[src/rtl/p2p_pkg.sv]
// rtl/p2p_pkg.sv - register map, response codes and decode helpers for the p2p control registers
package p2p_pkg;

    localparam int ADDR_LSB     = 2;
    localparam int ADDR_W       = 10;
    localparam int CNT_W        = 32;
    localparam int BLOCK_TX_LSB = 8;

    localparam logic [31:0] REG_ID_DEFAULT = 32'h5032_5001;

    // Word indexes, i.e. byte offset >> 2
    localparam logic [ADDR_W-1:0] OFF_ID          = 10'h000;
    localparam logic [ADDR_W-1:0] OFF_CTRL        = 10'h001;
    localparam logic [ADDR_W-1:0] OFF_SCRATCH     = 10'h002;
    localparam logic [ADDR_W-1:0] OFF_CNT_CLR     = 10'h003;
    localparam logic [ADDR_W-1:0] OFF_RX_CNT      = 10'h040;
    localparam logic [ADDR_W-1:0] OFF_DROP_CNT    = 10'h041;
    localparam logic [ADDR_W-1:0] OFF_PORT_STRIDE = 10'h004;

    localparam logic [1:0] RESP_OKAY   = 2'b00;
    localparam logic [1:0] RESP_SLVERR = 2'b10;

    function automatic logic [ADDR_W-1:0] port_off(input logic [ADDR_W-1:0] base, input int port);
        return base + OFF_PORT_STRIDE * ADDR_W'(port);
    endfunction

endpackage

[src/rtl/p2p_sat_counter.sv]
// rtl/p2p_sat_counter.sv - saturating event counter with synchronous clear
module p2p_sat_counter #(
    parameter int WIDTH = 32
) (
    input  logic             i_clk,
    input  logic             i_resetn,
    input  logic             i_inc,
    input  logic             i_clr,
    output logic [WIDTH-1:0] o_count
);

    logic [WIDTH-1:0] r_count;

    // Clear has priority over a coincident increment
    always_ff @(posedge i_clk) begin
        if (!i_resetn) begin
            r_count <= '0;
        end else if (i_clr) begin
            r_count <= '0;
        end else if (i_inc && (r_count != {WIDTH{1'b1}})) begin
            r_count <= r_count + WIDTH'(1);
        end
    end

    assign o_count = r_count;

endmodule

[src/rtl/p2p_axil_regs.sv]
// rtl/p2p_axil_regs.sv - AXI4-Lite control/status registers for the p2p plugin
module p2p_axil_regs
    import p2p_pkg::*;
#(
    parameter int          NUM_CMAC_PORT = 2,
    parameter logic [31:0] REG_ID        = REG_ID_DEFAULT
) (
    input  logic                     axil_aclk,
    input  logic                     axil_aresetn,
    input  logic                     s_axil_awvalid,
    input  logic [31:0]              s_axil_awaddr,
    output logic                     s_axil_awready,
    input  logic                     s_axil_wvalid,
    input  logic [31:0]              s_axil_wdata,
    output logic                     s_axil_wready,
    output logic                     s_axil_bvalid,
    output logic [1:0]               s_axil_bresp,
    input  logic                     s_axil_bready,
    input  logic                     s_axil_arvalid,
    input  logic [31:0]              s_axil_araddr,
    output logic                     s_axil_arready,
    output logic                     s_axil_rvalid,
    output logic [31:0]              s_axil_rdata,
    output logic [1:0]               s_axil_rresp,
    input  logic                     s_axil_rready,
    input  logic [NUM_CMAC_PORT-1:0] rx_pkt_pulse,
    input  logic [NUM_CMAC_PORT-1:0] drop_pkt_pulse,
    output logic [NUM_CMAC_PORT-1:0] block_rx,
    output logic [NUM_CMAC_PORT-1:0] block_tx
);

    localparam int N = NUM_CMAC_PORT;

    logic              r_awready, r_wready, r_arready;
    logic              r_aw_held, r_w_held;
    logic [ADDR_W-1:0] r_aw_idx;
    logic [31:0]       r_wdata;
    logic              r_bvalid, r_rvalid;
    logic [1:0]        r_bresp, r_rresp;
    logic [31:0]       r_rdata;
    logic [N-1:0]      r_ctrl_rx, r_ctrl_tx;
    logic [N-1:0]      r_block_rx, r_block_tx;
    logic [31:0]       r_scratch;

    logic              w_aw_fire, w_w_fire, w_ar_fire, w_wr_exec;
    logic              w_aw_held_nxt, w_w_held_nxt, w_bvalid_nxt, w_rvalid_nxt;
    logic              w_wr_err, w_rd_err;
    logic [ADDR_W-1:0] w_ar_idx;
    logic [31:0]       w_rd_data;
    logic [N-1:0]      w_cnt_clr;
    logic [CNT_W-1:0]  w_rx_cnt   [N];
    logic [CNT_W-1:0]  w_drop_cnt [N];
    logic              w_unused_addr;

    assign w_ar_idx      = s_axil_araddr[ADDR_LSB +: ADDR_W];
    assign w_unused_addr = ^{s_axil_awaddr[31:ADDR_LSB+ADDR_W], s_axil_awaddr[ADDR_LSB-1:0],
                             s_axil_araddr[31:ADDR_LSB+ADDR_W], s_axil_araddr[ADDR_LSB-1:0]};

    // A write executes once both halves have been captured in earlier cycles
    assign w_aw_fire     = s_axil_awvalid && r_awready;
    assign w_w_fire      = s_axil_wvalid && r_wready;
    assign w_wr_exec     = r_aw_held && r_w_held;
    assign w_aw_held_nxt = !w_wr_exec && (r_aw_held || w_aw_fire);
    assign w_w_held_nxt  = !w_wr_exec && (r_w_held || w_w_fire);
    assign w_bvalid_nxt  = w_wr_exec || (r_bvalid && !s_axil_bready);
    assign w_ar_fire     = s_axil_arvalid && r_arready;
    assign w_rvalid_nxt  = w_ar_fire || (r_rvalid && !s_axil_rready);

    assign w_wr_err  = !((r_aw_idx == OFF_CTRL) || (r_aw_idx == OFF_SCRATCH) || (r_aw_idx == OFF_CNT_CLR));
    assign w_cnt_clr = (w_wr_exec && (r_aw_idx == OFF_CNT_CLR)) ? r_wdata[N-1:0] : '0;

    always_comb begin
        w_rd_data = '0;
        w_rd_err  = 1'b0;
        case (w_ar_idx)
            OFF_ID:      w_rd_data = REG_ID;
            OFF_CTRL: begin
                w_rd_data[N-1:0]            = r_ctrl_rx;
                w_rd_data[BLOCK_TX_LSB +: N] = r_ctrl_tx;
            end
            OFF_SCRATCH: w_rd_data = r_scratch;
            OFF_CNT_CLR: w_rd_data = '0;
            default:     w_rd_err  = 1'b1;
        endcase
        for (int i = 0; i < N; i++) begin
            if (w_ar_idx == port_off(OFF_RX_CNT, i)) begin
                w_rd_data = w_rx_cnt[i];
                w_rd_err  = 1'b0;
            end
            if (w_ar_idx == port_off(OFF_DROP_CNT, i)) begin
                w_rd_data = w_drop_cnt[i];
                w_rd_err  = 1'b0;
            end
        end
    end

    always_ff @(posedge axil_aclk) begin
        if (!axil_aresetn) begin
            r_awready <= 1'b0;
            r_wready  <= 1'b0;
            r_aw_held <= 1'b0;
            r_w_held  <= 1'b0;
            r_aw_idx  <= '0;
            r_wdata   <= '0;
            r_bvalid  <= 1'b0;
            r_bresp   <= RESP_OKAY;
        end else begin
            r_aw_held <= w_aw_held_nxt;
            r_w_held  <= w_w_held_nxt;
            r_bvalid  <= w_bvalid_nxt;
            r_awready <= !w_aw_held_nxt && !w_bvalid_nxt;
            r_wready  <= !w_w_held_nxt && !w_bvalid_nxt;
            if (w_aw_fire) r_aw_idx <= s_axil_awaddr[ADDR_LSB +: ADDR_W];
            if (w_w_fire)  r_wdata  <= s_axil_wdata;
            if (w_wr_exec) r_bresp  <= w_wr_err ? RESP_SLVERR : RESP_OKAY;
        end
    end

    always_ff @(posedge axil_aclk) begin
        if (!axil_aresetn) begin
            r_arready <= 1'b0;
            r_rvalid  <= 1'b0;
            r_rdata   <= '0;
            r_rresp   <= RESP_OKAY;
        end else begin
            r_rvalid  <= w_rvalid_nxt;
            r_arready <= !w_rvalid_nxt;
            if (w_ar_fire) begin
                r_rdata <= w_rd_data;
                r_rresp <= w_rd_err ? RESP_SLVERR : RESP_OKAY;
            end
        end
    end

    always_ff @(posedge axil_aclk) begin
        if (!axil_aresetn) begin
            r_ctrl_rx  <= '0;
            r_ctrl_tx  <= '0;
            r_scratch  <= '0;
            r_block_rx <= '0;
            r_block_tx <= '0;
        end else begin
            if (w_wr_exec && (r_aw_idx == OFF_CTRL)) begin
                r_ctrl_rx <= r_wdata[N-1:0];
                r_ctrl_tx <= r_wdata[BLOCK_TX_LSB +: N];
            end
            if (w_wr_exec && (r_aw_idx == OFF_SCRATCH)) r_scratch <= r_wdata;
            r_block_rx <= r_ctrl_rx;
            r_block_tx <= r_ctrl_tx;
        end
    end

    for (genvar gi = 0; gi < N; gi++) begin : g_port
        p2p_sat_counter #(.WIDTH(CNT_W)) u_rx_cnt (
            .i_clk    (axil_aclk),
            .i_resetn (axil_aresetn),
            .i_inc    (rx_pkt_pulse[gi]),
            .i_clr    (w_cnt_clr[gi]),
            .o_count  (w_rx_cnt[gi])
        );
        p2p_sat_counter #(.WIDTH(CNT_W)) u_drop_cnt (
            .i_clk    (axil_aclk),
            .i_resetn (axil_aresetn),
            .i_inc    (drop_pkt_pulse[gi]),
            .i_clr    (w_cnt_clr[gi]),
            .o_count  (w_drop_cnt[gi])
        );
    end

    assign s_axil_awready = r_awready;
    assign s_axil_wready  = r_wready;
    assign s_axil_bvalid  = r_bvalid;
    assign s_axil_bresp   = r_bresp;
    assign s_axil_arready = r_arready;
    assign s_axil_rvalid  = r_rvalid;
    assign s_axil_rdata   = r_rdata;
    assign s_axil_rresp   = r_rresp;
    assign block_rx       = r_block_rx;
    assign block_tx       = r_block_tx;

endmodule

[config.mk]
export PLATFORM = sky130hd
export DESIGN_NAME = p2p_axil_regs
export DESIGN_NICKNAME = d
export VERILOG_FILES = /design/src/rtl/p2p_pkg.sv /design/src/rtl/p2p_sat_counter.sv /design/src/rtl/p2p_axil_regs.sv
export SDC_FILE = /design/constraint.sdc
export NUM_CORES = 1
export LEC_CHECK = 0
export BUFFER_PORTS_ARGS = -buffer_cell sky130_fd_sc_hd__buf_2
export CAP_MARGIN = 10
export CORE_MARGIN = 2
export CORE_UTILIZATION = 63
export DETAILED_ROUTE_END_ITERATION = 10
export PLACE_DENSITY = 0.85
export SLEW_MARGIN = 10
export SYNTH_ARGS = -nofsm -noshare
export SYNTH_HDL_FRONTEND = slang
export SYNTH_HIERARCHICAL = 1
export SYNTH_SLANG_ARGS = --single-unit
[constraint.sdc]
create_clock -name axil_aclk -period 3.7 [get_ports axil_aclk]
set_input_delay 1.11 -clock axil_aclk [delete_from_list [all_inputs] [get_ports axil_aclk]]
set_output_delay 1.11 -clock axil_aclk [all_outputs]
set_load 0.02 [all_outputs]
==> results of run 1 <==
final cells by class:
type | instances | area share
multi-input cells | 1189 | 0.5085
flip-flops and latches | 251 | 0.3564
clock buffers | 42 | 0.05476
repair buffers | 127 | 0.04899
well taps | 265 | 0.02352
inverters | 18 | 0.004793
clock inverters | 6 | 0.002663
diodes | 2 | 0.0003550
power groups by stage:
stage | sequential [W] | clock [W] | combinational (W)
after floorplan | 0.00283 | 0 | 0.000227
after global placement | 0.00283 | 0 | 0.000332
after detailed placement | 0.00284 | 0 | 0.000339
after CTS | 0.00278 | 0.00254 | 0.000341
after global routing | 0.00278 | 0.00265 | 0.000380
final | 0.00278 | 0.00252 | 0.000348
worst paths after layout:
| check | end | slack [ns] | depth (start not counted) |
|---|---|---|---|
| worst max-delay path | s_axil_rdata[30] | 0.98 | 5 |
| worst min-delay path | s_axil_rdata[10] | 0.45 | 2 |
| worst max register to register | g_port[0].u_drop_cnt/o_count[22] | 1.10 | 7 |
| worst min register to register | s_axil_rdata[10] | 0.45 | 2 |
registers in the layout (all words and copies together), names as in the netlist, 2 cells and up:
signal	cells
r_aw_idx	10
s_axil_rdata	32
block_rx	2
r_ctrl_tx	2
r_scratch	32
g_port.u_drop_cnt/o_count	64
r_wdata	32
g_port.u_rx_cnt/o_count	64
r_ctrl_rx	2
block_tx	2
cell families after synthesis:
group	Yosys count	synth area share
buffers and inverters	114	0.03840
AND/OR/NAND/NOR	672	0.2867
multiplexers	60	0.04768
AO/OA/AOI/OAI	415	0.2017
adder cells (fa/ha/maj)	4	0.003948
other	1	0.0002958
flip-flops	251	0.3964
XOR/XNOR	36	0.02487
layer usage:
layer,global-route usage,vias to the layer above
met1,0.4825,5908
met3,0.04232,127
met2,0.5349,655
met4,0.1608,2
met5,0,-
li1,-,5857
worst register-to-register path, cell delays in order, from the launching register on:
cell and delay (ns):
sky130_fd_sc_hd__dfxtp_1 0.31, sky130_fd_sc_hd__nor4_1 0.48, sky130_fd_sc_hd__and3_1 0.28, sky130_fd_sc_hd__and4_1 0.33
sky130_fd_sc_hd__nand2b_1 0.43, sky130_fd_sc_hd__buf_4 0.34, sky130_fd_sc_hd__nor2_1 0.07, sky130_fd_sc_hd__a41o_1 0.23
synth_stat cells, drive strengths merged, types with 18 or more instances:
| cell | n |
|---|---|
| a21oi | 139 |
| and3 | 40 |
| buf | 34 |
| clkbuf | 62 |
| dfxtp | 251 |
| inv | 18 |
| mux2i | 57 |
| nand2 | 181 |
| nand3 | 46 |
| nand4 | 59 |
| nor2 | 118 |
| nor3 | 25 |
| nor4 | 28 |
| o21ai | 135 |
| or3 | 65 |
| xnor2 | 36 |
placed cells by master (no fill, tap or decap), drive strengths merged, types with 20 or more instances in the layout:
cell | netlist | layout
dfxtp | 251 | 251
and3 | 40 | 40
nor3 | 25 | 25
or3 | 65 | 65
nand2 | 181 | 181
inv | 18 | 20
a21oi | 139 | 139
o21ai | 135 | 135
mux2i | 57 | 57
clkbuf | 62 | 42
nor2 | 118 | 118
nor4 | 28 | 28
xnor2 | 36 | 36
buf | 34 | 127
nand3 | 46 | 46
nand4 | 59 | 59
through the flow:
stage	power, W	util	cell area, sq um
6_report	0.005644	0.7196	14100
5_1_grt	0.005816	0.7196	14100
4_1_cts	0.005659	0.7194	14090
3_5_place_dp	0.003175	0.6780	13280
3_3_place_gp	0.003166	0.6780	13280
2_1_floorplan	0.003060	-	12680
==> impl.org, run 1 <==
** Die
- Boundary Pins :: 152
- Die extent in x :: 145.8 um
- Core Rows :: 51
- Initial standard-cell utilization of the core :: 0.6471
- Die Footprint :: 0.02127 sq mm
- Placeable Area :: 0.01959 sq mm
- The die is 145.8 um tall.

** Synth
- Synthesis inferred 251 register bits.
- Number of enable-type register cells in the synthesized netlist :: 0
- Number of instances in the synthesized netlist :: 1,553
- The share of synthesized area in the top cell type comes to 0.3964.
- The biggest area contributor in the post-synthesis netlist is sky130_fd_sc_hd__dfxtp_1.
- Yosys mapped the design onto 67 distinct sky130hd cell types.
- Number of synthesis warnings :: 6
- Most area-consuming cells after synthesis :: sky130_fd_sc_hd__dfxtp_1, sky130_fd_sc_hd__a21oi_1, sky130_fd_sc_hd__nand2_1
- The cell area that synthesis handed to floorplanning was 0.01268 sq mm.
- Predominant post-synthesis flop cell :: sky130_fd_sc_hd__dfxtp_1
- Counting flops with an async set or reset pin after synthesis yields a share of 0.
- In this run the mean area of a mapped cell was 8.162 sq um.
- Sequential element share of the synthesized area :: 0.3964

** Clock tree
- TritonCTS clock tree :: done
- Root buffer cell :: sky130_fd_sc_hd__clkbuf_16
- In this run the deepest clock path goes through 3 buffers.
- Clock transition time at the flip-flop clock pins of the worst setup and hold paths :: 0.06 ns
- TritonCTS Buffers :: 27
- The number of hold buffers added after CTS was 0.
- Setup Fix Bufs, Post-CTS :: 0
- CTS built an H-tree with a depth of 1.
- At the later pin of the worst-skew pair, clock insertion delay measures 0.55 ns.
- After clock tree synthesis, the repair step resized 0 gates.
- Clock sink total :: 251

** Timing
- Setup clock skew after layout :: 0.02422 ns
- RSZ-0062 raised after global routing :: no
- Highest attainable clock frequency :: 0.3671 GHz
- In this run the tightest slew margin relative to its limit is 0.3088.
- Setup violations remaining at the end of the flow were counted as 0.
- In the final timing run, aggregate negative setup slack is 0 ns.
- Across all setup checks in the final design, the least slack found is 0.9757 ns.
- Share of the clock period used by the worst path :: 0.7363
- For the pin with the worst max-slew slack, the measured transition is 1.037 ns.
- Max-slew violation count :: 0
- For the finished layout, the period the worst path requires is 2.724 ns.
- Final Hold Slack :: 0.4526 ns
- Number of hold violations in the final report :: 0

** Run status
- Outcome :: finished clean

** Place
- DPL Wire Length :: 27,760 um
- RePlAce Congestion :: 1.002
- Before CTS, the worst setup slack after placement is 0.5596 ns.
- Input and output buffers added on the ports amount to 105.
- # placed instances :: 1,850

** Routing
- Routed WL :: 37,850 um
- DRC :: 0
- Post-DR wirelength/cell :: 19.92 um
- Top routing layer in use :: met5
- Detailed-router iteration count before antenna repair :: 6
- Summed over all nets, wire length on met2 after detailed routing comes to 16,720 um.
- The detailed router finished its first iteration with 1,360 violations.
- Detailed-route vias per instance :: 6.605
- The count of nets left with antenna violations once routing finished came out at 0.
- In the final routing, the length of wire on met1 measures 15,410 um.
- The routed layout has 12,550 vias.
- Amount of wire on met3 after detailed routing :: 3702 um

** Critical path
- In this run the worst path has a maximum fanout of 20.
- Delay-heaviest family, CP :: compound AO/OA/AOI/OAI gates
- Type of the setup path with the least slack :: in2reg
- Walking the worst path, the cells encountered are buf_2 -> or3_1 -> a2111oi_0 -> a221oi_1 -> a21oi_1.
- Critical Path Max Stage Delay :: 0.87 ns
- Worst-path cell with the longest stage delay :: sky130_fd_sc_hd__a2111oi_0
- Together, buffers and inverters on the worst path number 1.
- Critical path required time :: 4.16 ns
- STA classifies the critical path startpoint as an input pin.
- Capturing element type of the critical path :: register
- Critical register-to-register path startpoint :: r_aw_idx[9]
- Worst setup path startpoint :: s_axil_araddr[5]
- Arrival time at the worst endpoint :: 3.18 ns

** Pwr
- Clk network pwr share :: 0.446
- The share of total power dissipated in sequential elements is 0.492.
- IR analysis of the VDD net gives a maximum drop of 0.3852 mV.
- Cell internal power was estimated by the tool at 0.004280 W.
- Of the total power, combinational logic draws 0.062.
- Switch share :: 0.2417
- In this run the power spent charging and discharging nets is 0.001364 W.
- Areal power density over the cells :: 400.3 mW/mm^2
- The analysis attributes to cell leakage a power of 5.017 nW.

** Final layout
- Sequential cell area :: 0.005025 sq mm
- The area growth from synthesis to layout is 11.21%.
- Final net count :: 1,725
- Area used by multi-input combinational logic :: 0.007168 sq mm
- Number of cells in the finished layout apart from fillers :: 1,900
- # fillers :: 1,555
- Fraction of layout cells with a size suffix above 1 :: 0.1335

** GRT
- The first global-routing pass estimated 60,220 um of wire.
- The via count of the first global-routing pass came to 11,230.
- The initial antenna violation count was 3.
- After global routing the overflow that remains totals 0.
- In the global route stage, overall resource usage came out at 0.3455.
- Largest net degree at the start of global routing :: 45

** Run
- Max-cap violations :: 0

** Min path
- The worst hold path begins at s_axil_rdata[10].
- The worst hold path belongs to the class reg2reg.
No activity file was read; power rests on OpenSTA's default activity.
==> run 2, diff against run 1 <==
--- a/config.mk
+++ b/config.mk
@@ -5,12 +5,13 @@
 export SDC_FILE = /design/constraint.sdc
 export NUM_CORES = 1
 export LEC_CHECK = 0
+export ABC_AREA = 1
 export BUFFER_PORTS_ARGS = -buffer_cell sky130_fd_sc_hd__buf_2
 export CAP_MARGIN = 10
 export CORE_MARGIN = 2
-export CORE_UTILIZATION = 63
+export CORE_UTILIZATION = 60
 export DETAILED_ROUTE_END_ITERATION = 10
-export PLACE_DENSITY = 0.85
+export PLACE_DENSITY = 0.81
 export SLEW_MARGIN = 10
 export SYNTH_ARGS = -nofsm -noshare
 export SYNTH_HDL_FRONTEND = slang
==> constraint.sdc (replaced) <==
create_clock -name axil_aclk -period 2.55 [get_ports axil_aclk]
set_input_delay 0.765 -clock axil_aclk [delete_from_list [all_inputs] [get_ports axil_aclk]]
set_output_delay 0.765 -clock axil_aclk [all_outputs]
set_load 0.02 [all_outputs]
==> run 2 against run 1 <==
Final cell count grew 44%. Critical path type unchanged. Count of clock-buffer cells in the layout shrank 1. Synthesized cell count grew 48%. Clock power grew 74%.
==> impl.org, run 2 <==
** Clock tree
- Clock tree synthesis selected as its root buffer the cell sky130_fd_sc_hd__clkbuf_16.
- The total number of clock tree sinks came to 251 (unchanged).
- Setup Fix Bufs, Post-CTS :: 0 (unchanged)
- TritonCTS Buffers :: 28 (+3.7%)
- The post-cts repair resize count came to 0 (unchanged).
- Clock transition time at the flip-flop clock pins of the worst setup and hold paths :: 0.06 ns (about the same)
- TritonCTS built the clock tree.
- Skew-Pair Late Insertion Delay :: 0.57 ns (+0.02 ns)
- Hold Buf Count CTS :: 0 (unchanged)
- Maximum level of the CTS H-tree :: 1 (unchanged)
- Bufs on Longest Clock Path :: 3 (unchanged)

** Run status
- Outcome :: finished clean

** Synth
- Sequential element share of the synthesized area :: 0.3435 (-0.05289)
- Number of instances in the synthesized netlist :: 2,298 (+48%)
- For this run, the leading register cell type out of synthesis is sky130_fd_sc_hd__dfxtp_1.
- The Yosys warning count is 6 (unchanged).
- Ranked by total cell area, the synthesized netlist is headed by sky130_fd_sc_hd__dfxtp_1, sky130_fd_sc_hd__nand2_1, sky130_fd_sc_hd__nor2_1.
- Post-Syn Area :: 0.01463 sq mm (+15%)
- Share of the synthesized area in the top cell type :: 0.3435 (-0.05289)
- Ys async rst share :: 0 (unchanged)
- The distinct cell type count after synthesis was 39 (-42%).
- Most frequent cell after synthesis :: sky130_fd_sc_hd__nand2_1
- Number of enable-type register cells in the synthesized netlist :: 0 (unchanged)
- The synthesized design spends more area on one cell type than any other, namely sky130_fd_sc_hd__dfxtp_1.
- List of most frequent post-synthesis cells :: sky130_fd_sc_hd__nand2_1, sky130_fd_sc_hd__nor2_1, sky130_fd_sc_hd__inv_1
- FF+latch count, synth :: 251 (unchanged)
- Syn Area/Cell :: 6.365 sq um (-22%)

** Min path
- Classification of the worst-slack hold path :: reg2reg

** Pwr
- The ratio of total power to cell area came to 546.2 mW/mm^2 (+36%).
- Leakage :: 6.981 nW (+39%)
- Sw power :: 0.002084 W (+53%)
- Clk network pwr share :: 0.490 (+0.044)
- Switch share :: 0.2326 (-0.009073)
- Flop pwr share :: 0.454 (-0.038)
- Internal power :: 0.006873 W (+61%)
- Worst voltage drop across the vdd grid :: 0.7539 mV (+96%)
- The combinational share of power came to 0.056 (-0.006).

** GRT
- Largest net degree at the start of global routing :: 73 (+62%)
- The total global-route track usage was 0.3220 (-0.02350).
- Wire length of the first global-routing pass :: 67,750 um (+13%)
- The via count of the first global-routing pass came to 13,380 (+19%).
- The sum of overflow across all layers after global routing is 0 (unchanged).
- Initial antenna violation count :: 0 (-3)

** Routing
- The initial DRC count came to 1,327 (-2.4%).
- Final antenna-violating net count :: 0 (unchanged)
- Vias :: 14,800 (+18%)
- The number of DRC violations after detailed routing came to 0 (unchanged).
- Detailed-router iteration count before antenna repair :: 8 (+2)
- Detailed-route vias per instance :: 5.417 (-18%)
- Routed WL :: 41,880 um (+11%)
- Post-DR wirelength/cell :: 15.34 um (-23%)

** Die
- Die Ht :: 160.1 um (+9.8%)
- Boundary Pins :: 152 (unchanged)
- Core Rows :: 57 (+12%)
- The area of the die was 0.02564 sq mm (+21%).
- Die extent in x :: 160.1 um (+9.8%)
- The initial core utilization came to 0.6068 (-0.04024).
- The placeable core area came to 0.02411 sq mm (+23%).

** Critical path
- Capturing element type of the critical path :: register
- Critical Path Max Stage Delay :: 0.39 ns (-0.48 ns)
- The worst setup path is of the in2reg kind.
- The slack of the worst reg-to-reg path came to 0.57 ns (-0.53 ns).
- The worst path buffer plus inverter count came to 1 (unchanged).
- Crit start category :: input pin
- Arrival time at the worst endpoint :: 2.52 ns (-0.66 ns)
- The critical path goes through buf_2 -> nor2_4 -> nand2_2 -> nor2_4 -> nand2_1 -> o21ai_0 -> nand2_1 -> nand3b_1 -> nand2_1 -> a21oi_2.
- Critical path required time :: 3.05 ns (-1.11 ns)
- The largest driver fanout on the critical path is 15 (-25%).
- Worst path most repeated cell :: sky130_fd_sc_hd__nand2_1
- Delay-heaviest family, CP :: simple AND/OR/NAND/NOR gates
- Worst-path cell with the longest stage delay :: sky130_fd_sc_hd__o21ai_0

** Final layout
- Commonest non-fill, non-tap cell in the layout :: sky130_fd_sc_hd__nand2_1
- Final standard cell area without fillers :: 0.01640 sq mm (+16%)
- Fraction of layout cells with a size suffix above 1 :: 0.1467 (+0.01316)
- Most used cells in the layout excluding fill and tap cells :: sky130_fd_sc_hd__nand2_1, sky130_fd_sc_hd__nor2_1, sky130_fd_sc_hd__inv_1, sky130_fd_sc_hd__dfxtp_1, sky130_fd_sc_hd__nand3_1
- The antenna cell count was 0 (-2).
- The net count of the finished layout came to 2,496 (+45%).
- Compared with the post-synthesis result, the final layout area differs by 12.09%.

** Timing
- The final number of hold-violating endpoints is 0 (unchanged).
- Setup clock skew after layout :: 0.01984 ns (-0.004380 ns)
- The final count of pins violating max slew came to 0 (unchanged).
- Shortest clock period the worst path allows after layout :: 2.022 ns
- Worst rel slew slack :: 0.3446 (+0.03580)
- The setup total negative slack came to 0 ns (unchanged).
- Setup-violating endpoint count in the final report :: 0 (unchanged)
- In the finished design, the share of the clock period the worst path needs comes to 0.7931.
- RSZ-0062 raised after global routing :: no
- The worst-margin pin slew came to 0.9821 ns (-0.05478 ns).
- Highest attainable clock frequency :: 0.4945 GHz

** Place
- Post-Place Cell Area :: 0.01536 sq mm (+16%)
- The routability congestion estimate from global placement is 0.9899 (-1.2%).
- The total of buffers placed on input and output ports came to 105 (unchanged).
- The placed wire-length estimate is 31,470 um (+13%).

** Run
- The max-cap violation count is 0 (unchanged).
run 2: cells by family after synthesis:
| kind of cell | share of synthesized area |
|---|---|
| AO/OA/AOI/OAI | 0.1133 |
| XOR/XNOR | 0.004790 |
| adder cells (fa/ha/maj) | 0.003422 |
| buffers and inverters | 0.1042 |
| flip-flops | 0.3435 |
| other | 0.0002564 |
| AND/OR/NAND/NOR | 0.4306 |
run 2: worst reg2reg max path, stage by stage (launching register included):
cell and delay [ns]:
sky130_fd_sc_hd__dfxtp_1 0.47, sky130_fd_sc_hd__ha_1 0.27, sky130_fd_sc_hd__nand2_2 0.10, sky130_fd_sc_hd__nor2_4 0.16, sky130_fd_sc_hd__nand2_4 0.08, sky130_fd_sc_hd__nor2_4 0.15
sky130_fd_sc_hd__nand3_4 0.26, sky130_fd_sc_hd__nand2_2 0.22, sky130_fd_sc_hd__nand2_1 0.07, sky130_fd_sc_hd__nand2_1 0.06, sky130_fd_sc_hd__nor2_1 0.05
run 2: per-stage QoR:
stage / hold slack [ns] / worst slack [ns] / instances / util / power (W)
after floorplan: 0.4213 / 0.5737 / 2299 / - / 0.004476
after global placement: 0.4357 / 0.02435 / 2679 / 0.6372 / 0.004624
after detailed placement: 0.4411 / -0.02657 / 2679 / 0.6372 / 0.004641
after CTS: 0.4352 / 0.5492 / 2731 / 0.6802 / 0.008996
after global routing: 0.4381 / 0.3543 / 2731 / 0.6802 / 0.009243
final: 0.4488 / 0.5276 / 2731 / 0.6802 / 0.008957
run 2: worst paths after layout:
kind         cells past startpoint                            start                              end
max                             10                 s_axil_araddr[7]                  s_axil_rdata[2]
min reg2reg                      2                     r_scratch[8]                     r_scratch[8]
max reg2reg                     10  g_port[0].u_drop_cnt/o_count[0]  g_port[0].u_drop_cnt/o_count[2]
min                              2                     r_scratch[8]                     r_scratch[8]
run 2: area by class of cell:
class / count / area [sq um]
flip-flops and latches: 251 / 5025
inverters: 273 / 1025
fillers: 2170 / 7709
clock inverters: 11 / 196.4
multi-input cells: 1693 / 8095
clock buffers: 41 / 839.6
well taps: 324 / 405.4
repair buffers: 138 / 810.8
run 2: metal layers:
| layer | GRT usage | wire [um] | vias to the layer above |
|---|---|---|---|
| li1 | - | - | 7415 |
| met1 | 0.4455 | 18070 | 6717 |
| met2 | 0.5173 | 18800 | 591 |
| met3 | 0.04442 | 3535 | 72 |
| met4 | 0.1130 | 1471 | 0 |
| met5 | 0 | 0 | - |
run 2: power groups by stage:
stage / Sequential (W) / Clock, W / Combinational, W
3_3_place_gp: 0.00414 / 0 / 0.000482
4_1_cts: 0.00406 / 0.00443 / 0.000501
2_1_floorplan: 0.00414 / 0 / 0.000338
6_report: 0.00406 / 0.00439 / 0.000502
5_1_grt: 0.00407 / 0.00461 / 0.000565
3_5_place_dp: 0.00414 / 0 / 0.000496
==> run 3, diff against run 2 <==
==> constraint.sdc (replaced) <==
create_clock -name axil_aclk -period 1.95 [get_ports axil_aclk]
set_input_delay 0.585 -clock axil_aclk [delete_from_list [all_inputs] [get_ports axil_aclk]]
set_output_delay 0.585 -clock axil_aclk [all_outputs]
set_load 0.02 [all_outputs]
==> run 3 against run 2 <==
Sequential share of layout area fell by 1.3 points. Non-clock buffer count rose by 99. First-iteration DRC count rose by 35%. Final area rose by 4.6%. Critical path type is now reg2reg. Largest power group is now registers.
==> impl.org, run 3 (same netlist as run 2, synthesis figures left out) <==
** Run status
- The flow ran to the end, and the final reports show no timing, DRC or antenna violations.

** Pwr
- The ratio of total power to cell area came to 659.9 mW/mm^2 (+21%).
- Leakage :: 7.476 nW (+7.1%)
- The worst ir drop on vdd is 0.8401 mV (+11%).

** Routing
- Met2 WL post-DR :: 19,930 um (+6.0%)
- Post-DR wirelength/cell :: 15.57 um (+1.5%)
- Final antenna-violating net count :: 0 (unchanged)
- Detailed-route vias per instance :: 5.447 (+0.54%)
- The first-pass iteration count of the detailed router is 6 (-2).
- Vias :: 15,410 (+4.2%)
- Iteration-0 DRC Markers :: 1,791 (+35%)
- Met1 WL :: 19,360 um (+7.1%)
- The aggregate routed wire length came to 44,050 um (+5.2%).
- The number of DRC violations after detailed routing was 0 (unchanged).
- Top routing layer in use :: met4
- The routed wire length on met3 is 3397 um (-3.9%).

** GRT
- Number of global-route vias before repair :: 13,990 (+4.5%)
- The total global-route track usage is 0.3402 (+0.01824).
- The sum of overflow across all layers after global routing came to 0 (unchanged).
- Initial antenna violation count :: 0 (unchanged)
- Wire length of the first global-routing pass :: 71,650 um (+5.8%)
- The maximum number of pins on one net before global-route repair was 73 (unchanged).

** Clock tree
- The total number of clock tree sinks is 251 (unchanged).
- The clock slew at the register clock pins of the worst setup and hold paths is 0.06 ns (about the same).
- Skew-Pair Late Insertion Delay :: 0.56 ns (about the same)
- TritonCTS clock tree :: done
- TritonCTS Buffers :: 28 (unchanged)
- Maximum level of the CTS H-tree :: 1 (unchanged)
- The buffer levels on the longest clock path came to 3 (unchanged).
- In this run the clock root is driven by a sky130_fd_sc_hd__clkbuf_16.

** Die
- The number of rows created at floorplan was 57 (unchanged).
- Initial standard-cell utilization of the core :: 0.6068 (unchanged)
- The placeable core area came to 0.02411 sq mm (unchanged).
- Die Ht :: 160.1 um (unchanged)
- The width of the die is 160.1 um (unchanged).
- Boundary Pins :: 152 (unchanged)
- The area of the die is 0.02564 sq mm (unchanged).

** Min path
- Classification of the worst-slack hold path :: in2reg

** Final layout
- Final standard cell area without fillers :: 0.01715 sq mm (+4.6%)
- The antenna cell count came to 0 (unchanged).
- Most used cells in the layout excluding fill and tap cells :: sky130_fd_sc_hd__nand2_1, sky130_fd_sc_hd__nor2_1, sky130_fd_sc_hd__inv_1, sky130_fd_sc_hd__dfxtp_1, sky130_fd_sc_hd__nand3_1
- Final net count :: 2,596 (+4.0%)
- Relative to the synthesized area, the layout overhead comes to 17.24%.
- The library cell used most frequently in the layout, excluding fill and tap cells, is sky130_fd_sc_hd__nand2_1.
- The fraction of layout cells with a size suffix above 1 came to 0.1828 (+0.03618).

** Timing
- The final critical-path setup slack is 0.05328 ns (-0.4743 ns).
- The clock skew is 0.01635 ns (-0.003493 ns).
- The smallest clock period supported by the final layout is computed as 1.897 ns.
- Dividing the final minimum period by the clock period gives 0.9727.
- Setup-violating endpoint count in the final report :: 0 (unchanged)
- Setup repair after global routing could not meet its margin everywhere.
- Max-slew violation count :: 0 (unchanged)
- Highest attainable clock frequency :: 0.5272 GHz
- The final number of hold-violating endpoints is 0 (unchanged).
- Final Hold Slack :: 0.2684 ns (-0.1804 ns)

** Place
- The worst setup slack before clock tree synthesis is -0.1870 ns (-0.1604 ns).
- The placed wire-length estimate is 33,750 um (+7.3%).
- RePlAce Congestion :: 1.045 (+5.6%)
- Post-Place Cell Area :: 0.01619 sq mm (+5.4%)
- Total of buffers placed on input and output ports :: 105 (unchanged)

** Critical path
- The most numerous cell type found on the critical path is sky130_fd_sc_hd__nor2_2.
- Arrival time at the worst endpoint :: 2.33 ns (-0.19 ns)
- Capturing element type of the critical path :: register
- Series of cell instances along the critical path :: or2_1 -> inv_1 -> nand2_1 -> nor2_2 -> nand4_1 -> nor2_2 -> nor2_2 -> buf_12 -> inv_1 -> a21oi_1
- The worst setup path is of the reg2reg kind.
- The worst path buffer plus inverter count is 3 (+2).
- Critical Path Max Stage Delay :: 0.31 ns (-0.08 ns)
- The worst setup path is launched from a register.
- The data required time of the worst path is 2.39 ns (-0.66 ns).
- Crit Path Max Fanout :: 29 (+14)
- The slowest stage of the critical path is the sky130_fd_sc_hd__dfxtp_1 cell.
- Delay-heaviest family, CP :: simple AND/OR/NAND/NOR gates

** Run
- The max-cap violation count was 0 (unchanged).
==> run 3: cell count changes in the layout (fill, tap and decap cells not counted), sizes merged <==
cell,delta
buf,+99
clkbuf,-7
clkinv,+4
bufinv,-2
clkinvlp,+2
inv,+1
nand3,+1
==> run 3: routing by layer <==
metal / track usage / vias up
li1: - / 7619
met3: 0.03896 / 86
met1: 0.4749 / 7068
met5: 0 / -
met4: 0.1028 / 0
met2: 0.5549 / 636
==> run 3: path summary, 6_finish.rpt <==
| kind | to | start | slack [ns] | cells after the start |
|---|---|---|---|---|
| min reg2reg | r_scratch[20] | r_scratch[20] | 0.46 | 2 |
| max | g_port[1].u_rx_cnt/o_count[6] | r_aw_idx[2] | 0.05 | 10 |
| min | r_aw_idx[6] | s_axil_awaddr[8] | 0.27 | 3 |
| max reg2reg | g_port[1].u_rx_cnt/o_count[6] | r_aw_idx[2] | 0.05 | 10 |
==> run 3: report_power, final <==
part / internal [W] / switching (W) / total, W / leakage, nW
Combinational: 0.000283 / 0.000468 / 0.000750 / 4.99
Sequential: 0.00523 / 0.0000657 / 0.00530 / 2.03
Clock: 0.00306 / 0.00221 / 0.00527 / 0.452
==> run 3: area by class of cell <==
cell class                 count  area (sq um)
fill                        2163          6957
tap                          324         405.4
timing repair buffer         237          1642
clock inverter                16         168.9
multi-input combinational   1694          8120
sequential                   251          5025
clock buffer                  34         763.2
inverter                     273          1025
==> run 3: what timing repair did <==
| item | 4_1_cts | 5_1_grt |
|---|---|---|
| setup buffers | 0 | 0 |
| gates resized for setup | 0 | 6 |
| hold buffers | 0 | 0 |
| endpoints found under the setup margin | 0 | 97 |
==> run 3: worst reg2reg max path, stage by stage, from the launching register on <==
cell and delay [ns]:
sky130_fd_sc_hd__dfxtp_1 0.31, sky130_fd_sc_hd__or2_1 0.26, sky130_fd_sc_hd__inv_1 0.09, sky130_fd_sc_hd__nand2_1 0.08, sky130_fd_sc_hd__nor2_2 0.14, sky130_fd_sc_hd__nand4_1 0.18
sky130_fd_sc_hd__nor2_2 0.23, sky130_fd_sc_hd__nor2_2 0.08, sky130_fd_sc_hd__buf_12 0.17, sky130_fd_sc_hd__inv_1 0.15, sky130_fd_sc_hd__a21oi_1 0.08
==> run 3: metrics by stage <==
step,std cells,setup TNS (ns),util,total power (W)
floorplan,2299,0,-,0.005853
detailed placement,2778,-3.182,0.6717,0.006142
CTS,2828,0,0.7104,0.01138
global placement,2778,-2.375,0.6717,0.006111
global route,2829,-0.1295,0.7114,0.01170
finish,2829,0,0.7114,0.01132
